`config.mk`:
```
export PLATFORM = sky130hd
export DESIGN_NAME = wbu_pipe
export DESIGN_NICKNAME = d
export VERILOG_FILES = /design/src/rtl/wbu_pipe.sv
export SDC_FILE = /design/constraint.sdc
export NUM_CORES = 1
export LEC_CHECK = 0
export ABC_CLOCK_PERIOD_IN_PS = 2500
export CAP_MARGIN = 10
export CORE_MARGIN = 4
export CORE_UTILIZATION = 51
export DETAILED_ROUTE_END_ITERATION = 6
export DONT_BUFFER_PORTS = 1
export MAX_ROUTING_LAYER = met4
export PLACE_DENSITY_LB_ADDON = 0.1
export SYNTH_ARGS = -nofsm -noshare
export SYNTH_HDL_FRONTEND = slang
export SYNTH_SLANG_ARGS = --single-unit
```
`constraint.sdc`:
```
create_clock -name i_clk -period 2.5 [get_ports i_clk]
set_input_delay 0.375 -clock i_clk [delete_from_list [all_inputs] [get_ports i_clk]]
set_output_delay 0.375 -clock i_clk [all_outputs]
set_load 0.01 [all_outputs]
```
`src/rtl/wbu_pipe.sv`:
```
// Write-back stage: holds one retiring instruction, formats its result and
// drives the register-file write port and the retired-instruction counter.
module wbu_pipe #(
  parameter  int XLEN  = 32,
  parameter  int RA_W  = 5,
  parameter  int CNT_W = 64,
  localparam int OFF_W = $clog2(XLEN / 8)
) (
  input  logic             i_clk,
  input  logic             i_rst_n,
  input  logic             i_pre_valid,
  output logic             o_pre_ready,
  input  logic [XLEN-1:0]  i_pc,
  input  logic [RA_W-1:0]  i_rd_addr,
  input  logic             i_rd_wen,
  input  logic [1:0]       i_src_sel,
  input  logic [XLEN-1:0]  i_exu_res,
  input  logic [XLEN-1:0]  i_lsu_res,
  input  logic [XLEN-1:0]  i_csr_res,
  input  logic [1:0]       i_ld_size,
  input  logic             i_ld_uns,
  input  logic [OFF_W-1:0] i_ld_off,
  input  logic             i_flush,
  input  logic             i_commit_ready,
  output logic             o_commit_valid,
  output logic [XLEN-1:0]  o_commit_pc,
  output logic             o_rf_wen,
  output logic [RA_W-1:0]  o_rf_waddr,
  output logic [XLEN-1:0]  o_rf_wdata,
  output logic [CNT_W-1:0] o_instret
);

  logic             vld_q;
  logic [XLEN-1:0]  pc_q;
  logic [RA_W-1:0]  rd_q;
  logic             wen_q;
  logic [XLEN-1:0]  data_q;
  logic [CNT_W-1:0] instret_q;

  logic             accept;
  logic             fire;
  logic [XLEN-1:0]  data_sel;

  // Align the addressed bytes to bit 0, then push the field to the top and
  // shift back down so the extension falls out of a logical/arithmetic shift.
  // A size wider than XLEN (dword on RV32) collapses to the full word.
  function automatic logic [XLEN-1:0] fmt_load(
    input logic [XLEN-1:0]  raw,
    input logic [1:0]       size,
    input logic             uns,
    input logic [OFF_W-1:0] off
  );
    logic [XLEN-1:0]        shifted;
    logic [XLEN-1:0]        left;
    logic signed [XLEN-1:0] left_s;
    int                     pad;
    shifted = raw >> {off, 3'b000};
    case (size)
      2'd0:    pad = XLEN - 8;
      2'd1:    pad = XLEN - 16;
      2'd2:    pad = XLEN - 32;
      default: pad = 0;
    endcase
    left   = shifted << pad;
    left_s = $signed(left);
    return uns ? (left >> pad) : $unsigned(left_s >>> pad);
  endfunction

  assign o_pre_ready = !i_flush && (!vld_q || i_commit_ready);
  assign accept      = i_pre_valid && o_pre_ready;
  // Reset outranks commit, so a held entry never writes during the reset cycle.
  assign fire        = vld_q && i_commit_ready && !i_flush && i_rst_n;

  always_comb begin
    data_sel = i_exu_res;
    case (i_src_sel)
      2'd0:    data_sel = i_exu_res;
      2'd1:    data_sel = fmt_load(i_lsu_res, i_ld_size, i_ld_uns, i_ld_off);
      2'd2:    data_sel = i_csr_res;
      default: data_sel = i_pc + XLEN'(4);
    endcase
  end

  // ---- capture stage: single held entry ----
  always_ff @(posedge i_clk) begin
    if (!i_rst_n) begin
      vld_q     <= 1'b0;
      pc_q      <= '0;
      rd_q      <= '0;
      wen_q     <= 1'b0;
      data_q    <= '0;
      instret_q <= '0;
    end else begin
      if (i_flush) begin
        vld_q <= 1'b0;
      end else if (accept) begin
        vld_q  <= 1'b1;
        pc_q   <= i_pc;
        rd_q   <= i_rd_addr;
        wen_q  <= i_rd_wen;
        data_q <= data_sel;
      end else if (fire) begin
        vld_q <= 1'b0;
      end
      if (fire) begin
        instret_q <= instret_q + CNT_W'(1);
      end
    end
  end

  // ---- retire outputs ----
  assign o_commit_valid = vld_q;
  assign o_commit_pc    = pc_q;
  assign o_rf_waddr     = rd_q;
  assign o_rf_wdata     = data_q;
  assign o_rf_wen       = fire && wen_q && (rd_q != '0);
  assign o_instret      = instret_q;

endmodule
```
* After elaboration in Yosys (flattened, before gate mapping) *
Index checks and enable logic that the tools add are counted.

word-level totals
  register bits = 135
  bits in latches = 0
  RAM bits = 0
  memory bits (read-only) = 0
  input bits = 146
  output and inout bits = 136
  word-level logic and storage cells = 39
  memories kept = 0

cells by class
  $add $sub $neg = 2
  multiply operators = 0
  div/mod/pow operators = 0
  $lt $le $gt $ge = 0
  equality and inequality tests = 3
  shift-type cells = 4
  multiplexer cells = 6
  bitwise gates (word level) = 2
  reductions and logical operators = 16

operator list
  kind                   count
  $pmux 32 s3            1
  $add 64x1->64 const B  1
  $mux 32                2
  $add 32x3->32 const B  1
  $shl 32x32->32         1
  $shr 32x32->32         1
  $shr 32x5->32          1
  $sshr 32x32->32        1
  $pmux 5 s2             1
  $logic_and 1x1->1      7
  $reduce_bool 5->1      1
  $eq 2x1->1 const B     2
  $logic_not 2->1        2
  $eq 2x2->1 const B     1
  $logic_not 1->1        2
  $mux 1                 2
  $not 1->1              2
  $reduce_and 2->1       1
  $reduce_bool 2->1      1
  $reduce_or 2->1        1
  $logic_or 1x1->1       1

* Depth between registers and ports, before layout *
Gate-level depths: netlist of run 1.

  depth after elaboration = 7
  mapped depth = 8

* Least setup slack after synthesis of run 1 *
OpenSTA, ideal clock, no wires.

  path type = input -> register
  start point = in i_pc[2]
  end point = reg data_q[30], in the netlist o_rf_wdata[30]
  library setup time = 96 ps
  data arrival time = 1,887 ps
  slack = 517 ps
  stages = 7
  cell sequence = ha_1 nand3_1 or3_1 buf_4 o41ai_2 a21oi_1 o41ai_2

between the ends
  cells in the longest elaborated chain, start to end = 2

ends and longest elaborated chain
  what                  RTL line  text
  start, declared       13        input logic [XLEN-1:0] i_pc,
  $add 32x3->32         80        default: data_sel = i_pc + XLEN'(4);
  $pmux 32 s3           76        case (i_src_sel)
  end signal, assigned  101       data_q <= data_sel;
  end, declared         37        logic [XLEN-1:0] data_q;

No other way between the ends.
A chain may end at the register's enable or synchronous reset.

* Final worst setup path of run 1 *
  start point = reg instret_q[29], in the netlist o_instret[29]
  end point = reg instret_q[57], in the netlist o_instret[57]

between the ends
  cells in the longest elaborated chain, start to end = 1

ends and longest elaborated chain
  what                    RTL line  text
  start, declared         38        logic [CNT_W-1:0] instret_q;
  start signal, assigned  106       instret_q <= instret_q + CNT_W'(1);
  $add 64x1->64           106

No other way between the ends.

==> flow_summary.json, run 1 <==
{
  "clk_path_buf_depth": 2,
  "cts_buffers": 17,
  "grt_pass1_wl_um": 38300,
  "post-route-drc-count": 0,
  "multiInputGateArea_mm2": 0.00459,
  "io_port_bufs": 0,
  "design.die.area_mm2": 0.0170,
  "slew_of_the_pin_with_the_lowest_slew_margin_ns": 0.979,
  "setup_viol": 0,
  "gp_congestion": 0.950,
  "skew_ns": 0.00923,
  "fin_area_mm2": 0.00849,
  "final_nets": 1086,
  "async_reset_ff_frac": 0,
  "muxShareOfSynthArea": 0.0977,
  "routedWlPerCell_um": 22.4,
  "cts.hold.buffers_added": 0,
  "drive_above_1_share": 0.102,
  "dr.first_iter.drc_count": 597,
  "cp.required_ns": 2.78,
  "hp-class": "in -> reg",
  "synth_compound_gate_area_share": 0.198,
  "final.min_clock_period_ns": 2.24,
  "synth_area_per_cell_um2": 8.04,
  "synth_xor_xnor_area_share": 0.0458,
  "yosys.area_share.adder": 0.00327,
  "status": "finished, final reports clean",
  "critical_path.startpoint_type": "register",
  "syn_to_final_growth_pct": 11.1,
  "synth_warnings": 0,
  "timing.final.hold_violations": 0,
  "postRouteAntennaNets": 0,
  "timing_max_transition_violations_final": 0,
  "crit_path_start": "o_instret[29]",
  "synth_fp_nets": 1099,
  "max_cap_violations": 0,
  "synthTopCellsByCount": "nand2_1, dfxtp_1, a21oi_1",
  "post_cts.repair.setup_buffers": 0,
  "grt_usage": 0.298,
  "drt_first_pass_iters": 6,
  "synthesis.instances": 951,
  "total_number_of_vias": 7505,
  "clock_tree.htree_level_count": 4,
  "fmax_mhz": 447,
  "largest_net_degree_at_the_start_of_global_routing": 94,
  "final.fill_count": 1349,
  "worst_ir_drop_on_vdd_v": 0.000523,
  "synth-edff-count": 0,
  "crit_path_max_fanout": 18,
  "synth.yosys.seq_area_share": 0.354,
  "hold_start": "i_flush",
  "crit_path_dat_ns": 2.52,
  "post_synth_instance_area_mm2": 0.00764,
  "cts_tree": "built",
  "ys_ff_latch": 135,
  "grt_antenna_before_repair": 2,
  "die_w_um": 130,
  "worst_slew_margin_rel": 0.348,
  "yosysTopAreaCellShare": 0.354,
  "timing.setup.tns_ns": 0,
  "grt_overflow_total": 0,
  "row_count": 44,
  "setup.reg_to_reg.worst_slack_ns": 0.26,
  "largest_family_of_logic_cells_by_synthesized_area": "simple AND/OR/NAND/NOR gates",
  "leakagePower_nw": 3.01,
  "power_density_mw_per_mm2": 630,
  "drt-vias-per-instance": 6.61,
  "rr_startpoint": "o_instret[29]",
  "cts-resized-gates": 0,
  "ys.flop_type": "dfxtp_1",
  "drt_wl_total_um": 25500,
  "cts.root.buffer_cell": "clkbuf_16",
  "synth-simple-area-share": 0.255,
  "regArea_mm2": 0.00270,
  "worst_setup_hold_path_clk_slew_ns": 0.06,
  "count_leader_synth": "nand2_1",
  "cts_num_sinks": 135,
  "core_mm2": 0.0146,
  "finalCritPeriodShare": 0.896,
  "setup_repair_after_global_routing_missed_its_margin": "no",
  "post-dp-hpwl_um": 19100,
  "worstSetupEndpointType": "register",
  "synth_top_area_cell": "dfxtp_1",
  "clk-insertion-delay-late_ns": 0.42,
  "timing_worst_setup_path_type": "reg -> reg",
  "die_height_um": 130,
  "initial_core_util": 0.524,
  "dpl-instance-area_mm2": 0.00787,
  "ys_types": 62,
  "synth_top_cells_by_area": "dfxtp_1, mux2i_1, nand2_1",
  "num_io_pins": 282,
  "vias_in_the_first_global_route": 7059
}
-- cell type report --
cell class | instances | area share
clock buffer | 20 | 0.0549
timing repair buffer | 32 | 0.0298
multi-input combinational | 727 | 0.541
sequential | 135 | 0.318
antenna | 2 | 0.000589
tap | 184 | 0.0271
inverter | 25 | 0.0110
clock inverter | 11 | 0.0174
-- routing by layer --
metal  vias up  wire length [um]  track usage
met5         -                 0            -
met4         0               817        0.103
met3        64              3030        0.105
met2       393             11100        0.446
met1      3591             10500        0.374
li1       3457                 -            -
-- final timing paths --
check,endpoint,depth (start not counted)
worst min-delay path,o_commit_valid,1
worst min register to register,wen_q,2
worst max-delay path,o_instret[57],6
worst max register to register,o_instret[57],6
-- layout by cell type (no fill, tap or decap), types with 5 or more instances in the layout --
| cell type | count |
|---|---|
| nand2_1 | 145 |
| dfxtp_1 | 135 |
| a21oi_1 | 79 |
| nor2_1 | 67 |
| mux2i_1 | 60 |
| nand3_1 | 38 |
| o21ai_0 | 35 |
| buf_4 | 31 |
| nor4_1 | 26 |
| xor2_1 | 26 |
| inv_1 | 24 |
| nand4_1 | 21 |
| nor3_1 | 20 |
| nand2b_1 | 17 |
| clkbuf_16 | 17 |
| xnor2_1 | 14 |
| o31ai_1 | 13 |
| or3_1 | 11 |
| a31oi_1 | 11 |
| or4_1 | 11 |
| o311ai_0 | 10 |
| o41ai_1 | 10 |
| a211oi_1 | 9 |
| o21bai_1 | 7 |
| nor2b_1 | 6 |
| o22a_1 | 5 |
| and4_1 | 5 |
| o31a_1 | 5 |
| o221ai_1 | 5 |
| mux2_2 | 5 |
-- where the power goes --
group,leakage [nW],internal [mW],switching [mW]
clock network,0.291,1.64,0.965
registers,1.10,2.22,0.0890
logic,1.62,0.190,0.245
-- worst max-delay path, stage by stage (launching register included) --
cell	delay [ns]
dfxtp_1	0.45
nand4_1	0.24
nor4_1	0.53
nand4_2	0.17
buf_4	0.24
o311ai_0	0.33
o41ai_1	0.14
-- kinds of logic after synthesis --
logic type                 count (synthesis)
xor gates and xnor gates                  40
buffers and inverters                     89
AOI/OAI and AO/OA                        226
adders and majority gates                  2
DFF                                      135
muxes                                     69
and+or+nand+nor                          390
-- flip-flops by register name (all words and copies together), names as in the netlist --
register and count:
wen_q 1, o_rf_waddr 5, o_commit_pc 32, o_commit_valid 1, o_rf_wdata 32, o_instret 64
-- stage by stage --
stage	hold WS (ns)	cells	total power [mW]	utilization	worst slack (ns)
2_1_floorplan	0.437	951	2.69	-	0.517
3_3_place_gp	0.451	1103	2.77	0.540	0.373
3_5_place_dp	0.454	1103	2.78	0.540	0.323
4_1_cts	0.0187	1134	5.37	0.582	0.299
5_1_grt	0.0233	1136	5.52	0.582	0.0599
6_report	0.0301	1136	5.35	0.582	0.261
Note: power is estimated with default switching activity, not from simulation.
==> inputs of run 2 (changes only) <==
- ABC_CLOCK_PERIOD_IN_PS: 2500 -> 2700
- CORE_MARGIN: 4 -> 1.5
- clock period: 2.5 -> 2.7 ns (I/O delays scaled with it)
==> run 2 against run 1 <==
Compared with the run above:
- non-clock buffer count decreased by 12
- critical path depth is the same
- register-to-register slack improved by 0.15 ns
- final cell count decreased by 1.1%
- largest power group unchanged
- combinational power down 8.9%
- via count is 1.8% lower
- sequential cell count unchanged
- total power shrank 6.7%
- worst hold slack better by 0.031 ns
- clock power decreased by 6%
- count of clock-buffer cells in the layout is 1 lower
- first-iteration DRC count down 1.8%
==> flow_summary.json, run 2 (synthesis results as in run 1) <==
{
  "worst_slew_margin_rel": 0.442,
  "setup_repair_after_global_routing_missed_its_margin": "no",
  "final.min_clock_period_ns": 2.29,
  "leakagePower_nw": 2.95,
  "hp-class": "in -> reg",
  "power_density_mw_per_mm2": 594,
  "cp.required_ns": 2.98,
  "core_mm2": 0.0146,
  "timing.setup.tns_ns": 0,
  "final_nets": 1074,
  "multiInputGateArea_mm2": 0.00459,
  "largest_reg_flops": 64,
  "path_depth_of_the_worst_reg2reg_path": 6,
  "worst_setup_hold_path_clk_slew_ns": 0.06,
  "timing.hold.worst_path_depth": 1,
  "postRouteAntennaNets": 0,
  "fmax_mhz": 438,
  "slew_of_the_pin_with_the_lowest_slew_margin_ns": 0.838,
  "io_port_bufs": 0,
  "clk-insertion-delay-late_ns": 0.42,
  "pre_cts_slack_ns": 0.434,
  "clk_path_buf_depth": 2,
  "whs_ns": 0.0611,
  "crit_path_max_fanout": 16,
  "mostFrequentLayoutCell": "nand2_1",
  "critical_path.startpoint_type": "register",
  "clock_tree.htree_level_count": 4,
  "post_cts.repair.setup_buffers": 0,
  "worstSetupEndpointType": "register",
  "design.die.area_mm2": 0.0157,
  "setup_viol": 0,
  "timing.final.hold_violations": 0,
  "die_w_um": 125,
  "total_number_of_vias": 7369,
  "worst_ir_drop_on_vdd_v": 0.000458,
  "cts_buffers": 17,
  "die_height_um": 125,
  "regArea_mm2": 0.00270,
  "crit_path_dat_ns": 2.57,
  "largest_net_degree_at_the_start_of_global_routing": 71,
  "grt_antenna_before_repair": 1,
  "syn_to_final_growth_pct": 9.99,
  "post-dp-hpwl_um": 18200,
  "cts.root.buffer_cell": "clkbuf_16",
  "drive_above_1_share": 0.0906,
  "timing_max_transition_violations_final": 0,
  "finalCritPeriodShare": 0.846,
  "dr.first_iter.drc_count": 586,
  "num_io_pins": 282,
  "routedWlPerCell_um": 21.6,
  "final_critical_path_setup_slack_ns": 0.414,
  "final_cell_count_no_fill": 1124,
  "final.fill_count": 1321,
  "timing_worst_setup_path_type": "reg -> reg",
  "drt-vias-per-instance": 6.56,
  "gp_congestion": 0.923,
  "grt_pass1_wl_um": 37200,
  "skew_ns": 0.00682,
  "cts.hold.buffers_added": 0,
  "drt_first_pass_iters": 5,
  "drt_wl_total_um": 24300,
  "fin_util": 0.576,
  "status": "finished, final reports clean",
  "post-route-drc-count": 0,
  "place.detailed.instances": 1091,
  "vias_in_the_first_global_route": 6777,
  "setup.reg_to_reg.worst_slack_ns": 0.41,
  "grt_usage": 0.308,
  "row_count": 44,
  "cts_num_sinks": 135,
  "grt_overflow_total": 0,
  "cts-resized-gates": 0,
  "layout_common_cells": "nand2_1, dfxtp_1, a21oi_1, nor2_1, mux2i_1",
  "max_cap_violations": 0,
  "initial_core_util": 0.524,
  "cts_tree": "built"
}
-- run 2: worst paths after layout --
kind / start / end
max: o_instret[33] / o_instret[50]
min: i_flush / o_commit_valid
max reg2reg: o_instret[33] / o_instret[50]
min reg2reg: wen_q / wen_q
-- run 2: power by group --
group,internal [mW],switching (mW)
registers,2.05,0.0825
clock network,1.59,0.874
logic,0.173,0.224
-- run 2: cell type report --
type                            count  area share
Clock buffer                       19      0.0539
Inverter                           25      0.0112
Tap cell                          184      0.0274
Timing Repair Buffer               20      0.0179
Antenna cell                        2    0.000595
Multi-Input combinational cell    727       0.547
Clock inverter                     12      0.0210
Sequential cell                   135       0.322
-- run 2: per-stage QoR --
stage	total power, mW	area, um^2
floorplan	2.50	7640
global placement	2.56	7770
detailed placement	2.57	7770
CTS	5.03	8400
global route	5.16	8410
finish	4.99	8410
-- run 2: layer usage --
metal / track usage / vias up / wire, um
met1: 0.391 / 3510 / 10400
met4: 0.130 / 0 / 782
met3: 0.109 / 52 / 2600
li1: - / 3449 / -
met5: - / - / 0
met2: 0.442 / 358 / 10500
-- run 2: critical path: stages (launching register included) --
cell	delay, ns
dfxtp_1	0.50
nand4_1	0.26
nor3_1	0.44
nand4_1	0.23
buf_4	0.25
o311ai_0	0.33
o41ai_1	0.13
==> inputs of run 3 (changes only) <==
- ABC_CLOCK_PERIOD_IN_PS: 2700 -> 2110
- clock period: 2.7 -> 2.11 ns (I/O delays scaled with it)
==> run 3 against run 2 <==
Compared with the run above:
- worst hold slack worse by 0.032 ns
- largest cell class unchanged
- sequential share of layout area shrank 1.9 points
- final cell count grew 5.1%
- first-iteration DRC count down 7.3%
- critical endpoint is now o_instret[60]
- total power up 31%
- sequential power up 28%
- register-to-register slack got worse by 0.42 ns
- highest routed layer unchanged
- the run now ends with negative setup slack left
- cell area increased by 6.2%
- routed wire length up 3.9%
- global-route usage up 1.9 points
- maximum frequency increased by 7.8%
==> flow_summary.json, run 3 (synthesis results as in run 1) <==
{
  "cts_buffers": 17,
  "failed_checks": "negative setup slack",
  "syn_to_final_growth_pct": 16.8,
  "final_critical_path_setup_slack_ns": -0.00999,
  "final.min_clock_period_ns": 2.12,
  "drt_first_pass_iters": 5,
  "initial_core_util": 0.524,
  "cts.root.buffer_cell": "clkbuf_16",
  "timing.final.hold_violations": 0,
  "status": "finished, violations left",
  "final_cell_count_no_fill": 1181,
  "max_cap_violations": 0,
  "layout_common_cells": "nand2_1, dfxtp_1, a21oi_1, buf_4, nor2_1",
  "routedWlPerCell_um": 21.4,
  "crit_path_max_fanout": 16,
  "num_io_pins": 282,
  "grt_overflow_total": 0,
  "postRouteAntennaNets": 0,
  "cp.required_ns": 2.38,
  "skew_ns": 0.00982,
  "clk-insertion-delay-late_ns": 0.42,
  "fin_area_mm2": 0.00893,
  "power_dissipated_by_switching_net_loads_mw": 1.53,
  "power_frac_comb": 0.079,
  "clk_path_buf_depth": 2,
  "cp_common_cell": "nand4_1",
  "timing.setup.tns_ns": -0.00999,
  "place.detailed.instances": 1143,
  "die_w_um": 125,
  "worst_path_max_delay_cell": "o311ai_0",
  "post-route-drc-count": 0,
  "regArea_mm2": 0.00270,
  "cts_tree": "built",
  "row_count": 44,
  "worstSetupEndpointType": "register",
  "dr.first_iter.drc_count": 543,
  "total_number_of_vias": 7579,
  "cell_internal_power_mw": 5.01,
  "crit_path_dat_ns": 2.39,
  "design.die.area_mm2": 0.0157,
  "multiInputGateArea_mm2": 0.00465,
  "timing.critical_path.cells": "nand4_1, nor4_4, nand4_1, buf_4, o311ai_0, o41ai_1",
  "worst_ir_drop_on_vdd_v": 0.000579,
  "post-dp-hpwl_um": 19000,
  "grt_antenna_before_repair": 2,
  "gp_congestion": 0.935,
  "power_switching_share": 0.234,
  "hp-class": "in -> reg",
  "pre_cts_slack_ns": 0.0126,
  "grt_pass1_wl_um": 39500,
  "cts_num_sinks": 135,
  "drive_above_1_share": 0.147,
  "mostFrequentLayoutCell": "nand2_1",
  "core_mm2": 0.0146,
  "io_port_bufs": 0,
  "die_height_um": 125,
  "final.fill_count": 1276,
  "critical_path.startpoint_type": "register",
  "finalCritPeriodShare": 1.00,
  "timing_max_transition_violations_final": 0,
  "whs_ns": 0.0289,
  "fmax_mhz": 472,
  "slew_of_the_pin_with_the_lowest_slew_margin_ns": 0.685,
  "leakagePower_nw": 3.28,
  "clock_power_share": 0.503,
  "largest_net_degree_at_the_start_of_global_routing": 71,
  "final_nets": 1130,
  "clock_tree.htree_level_count": 4,
  "drt_wl_total_um": 25300,
  "hold_start": "i_pc[28]",
  "cpPeakStageDelay_ns": 0.43,
  "vias_in_the_first_global_route": 7368,
  "rr_startpoint": "o_instret[29]",
  "overall_power_mw": 6.54,
  "worst_setup_hold_path_clk_slew_ns": 0.06,
  "drt-vias-per-instance": 6.42,
  "fin_util": 0.612,
  "largest_reg_flops": 64,
  "setup.reg_to_reg.worst_slack_ns": -0.01,
  "power_density_mw_per_mm2": 733,
  "worst_slew_margin_rel": 0.543,
  "setup_viol": 1,
  "dpl-instance-area_mm2": 0.00817,
  "power_frac_seq": 0.417,
  "timing_worst_setup_path_type": "reg -> reg",
  "grt_usage": 0.327,
  "crit_path_start": "o_instret[29]"
}
-- run 3: changes by cell type in the layout (fill, tap and decap cells not counted), sizes merged --
cell,before,now
clkinv,6,4
diode,2,4
inv,25,26
bufinv,4,5
clkinvlp,2,1
buf,20,75
dlygate4sd3,0,1
-- run 3: cell type report --
cell class,instances,area share
Clock inverter,11,0.0221
Sequential cell,135,0.303
Antenna cell,4,0.00112
Inverter,25,0.0105
Clock buffer,19,0.0507
Multi-Input combinational cell,727,0.521
Timing Repair Buffer,76,0.0656
Tap cell,184,0.0258
-- run 3: timing repair --
action                                  in CTS  in global routing
pin swaps                                    0                  2
resized for setup                            1                 10
hold buffers                                 1                  0
setup buffers                                0                  3
hold endpoints to repair                     1                  0
endpoints found under the setup margin       1                 14
-- run 3: layer usage --
metal	vias to the layer above	global-route usage	part of all wire
met5	-	-	0
met4	0	0.136	0.037
met3	69	0.125	0.11
met2	370	0.483	0.44
met1	3579	0.399	0.41
li1	3561	-	-
-- run 3: power groups by stage --
stage	logic, mW	registers (mW)	clock network (mW)
6_report	0.518	2.73	3.29
2_1_floorplan	0.440	2.75	0
4_1_cts	0.512	2.73	3.34
3_3_place_gp	0.497	2.78	0
5_1_grt	0.569	2.74	3.46
3_5_place_dp	0.508	2.78	0
-- run 3: path summary, 6_finish.rpt --
path / to / cells after the start
worst max-delay path: o_instret[60] / 6
worst min-delay path: o_commit_pc[28] / 2
worst max register to register: o_instret[60] / 6
worst min register to register: wen_q / 2
-- run 3: worst max-delay path, delay by kind of cell (launching register included) --
kind / cells / cell delay [ns]
AND/OR/NAND/NOR: 3 / 0.82
AO/OA/AOI/OAI: 2 / 0.60
buffers and inverters: 1 / 0.23
flip-flops: 1 / 0.32
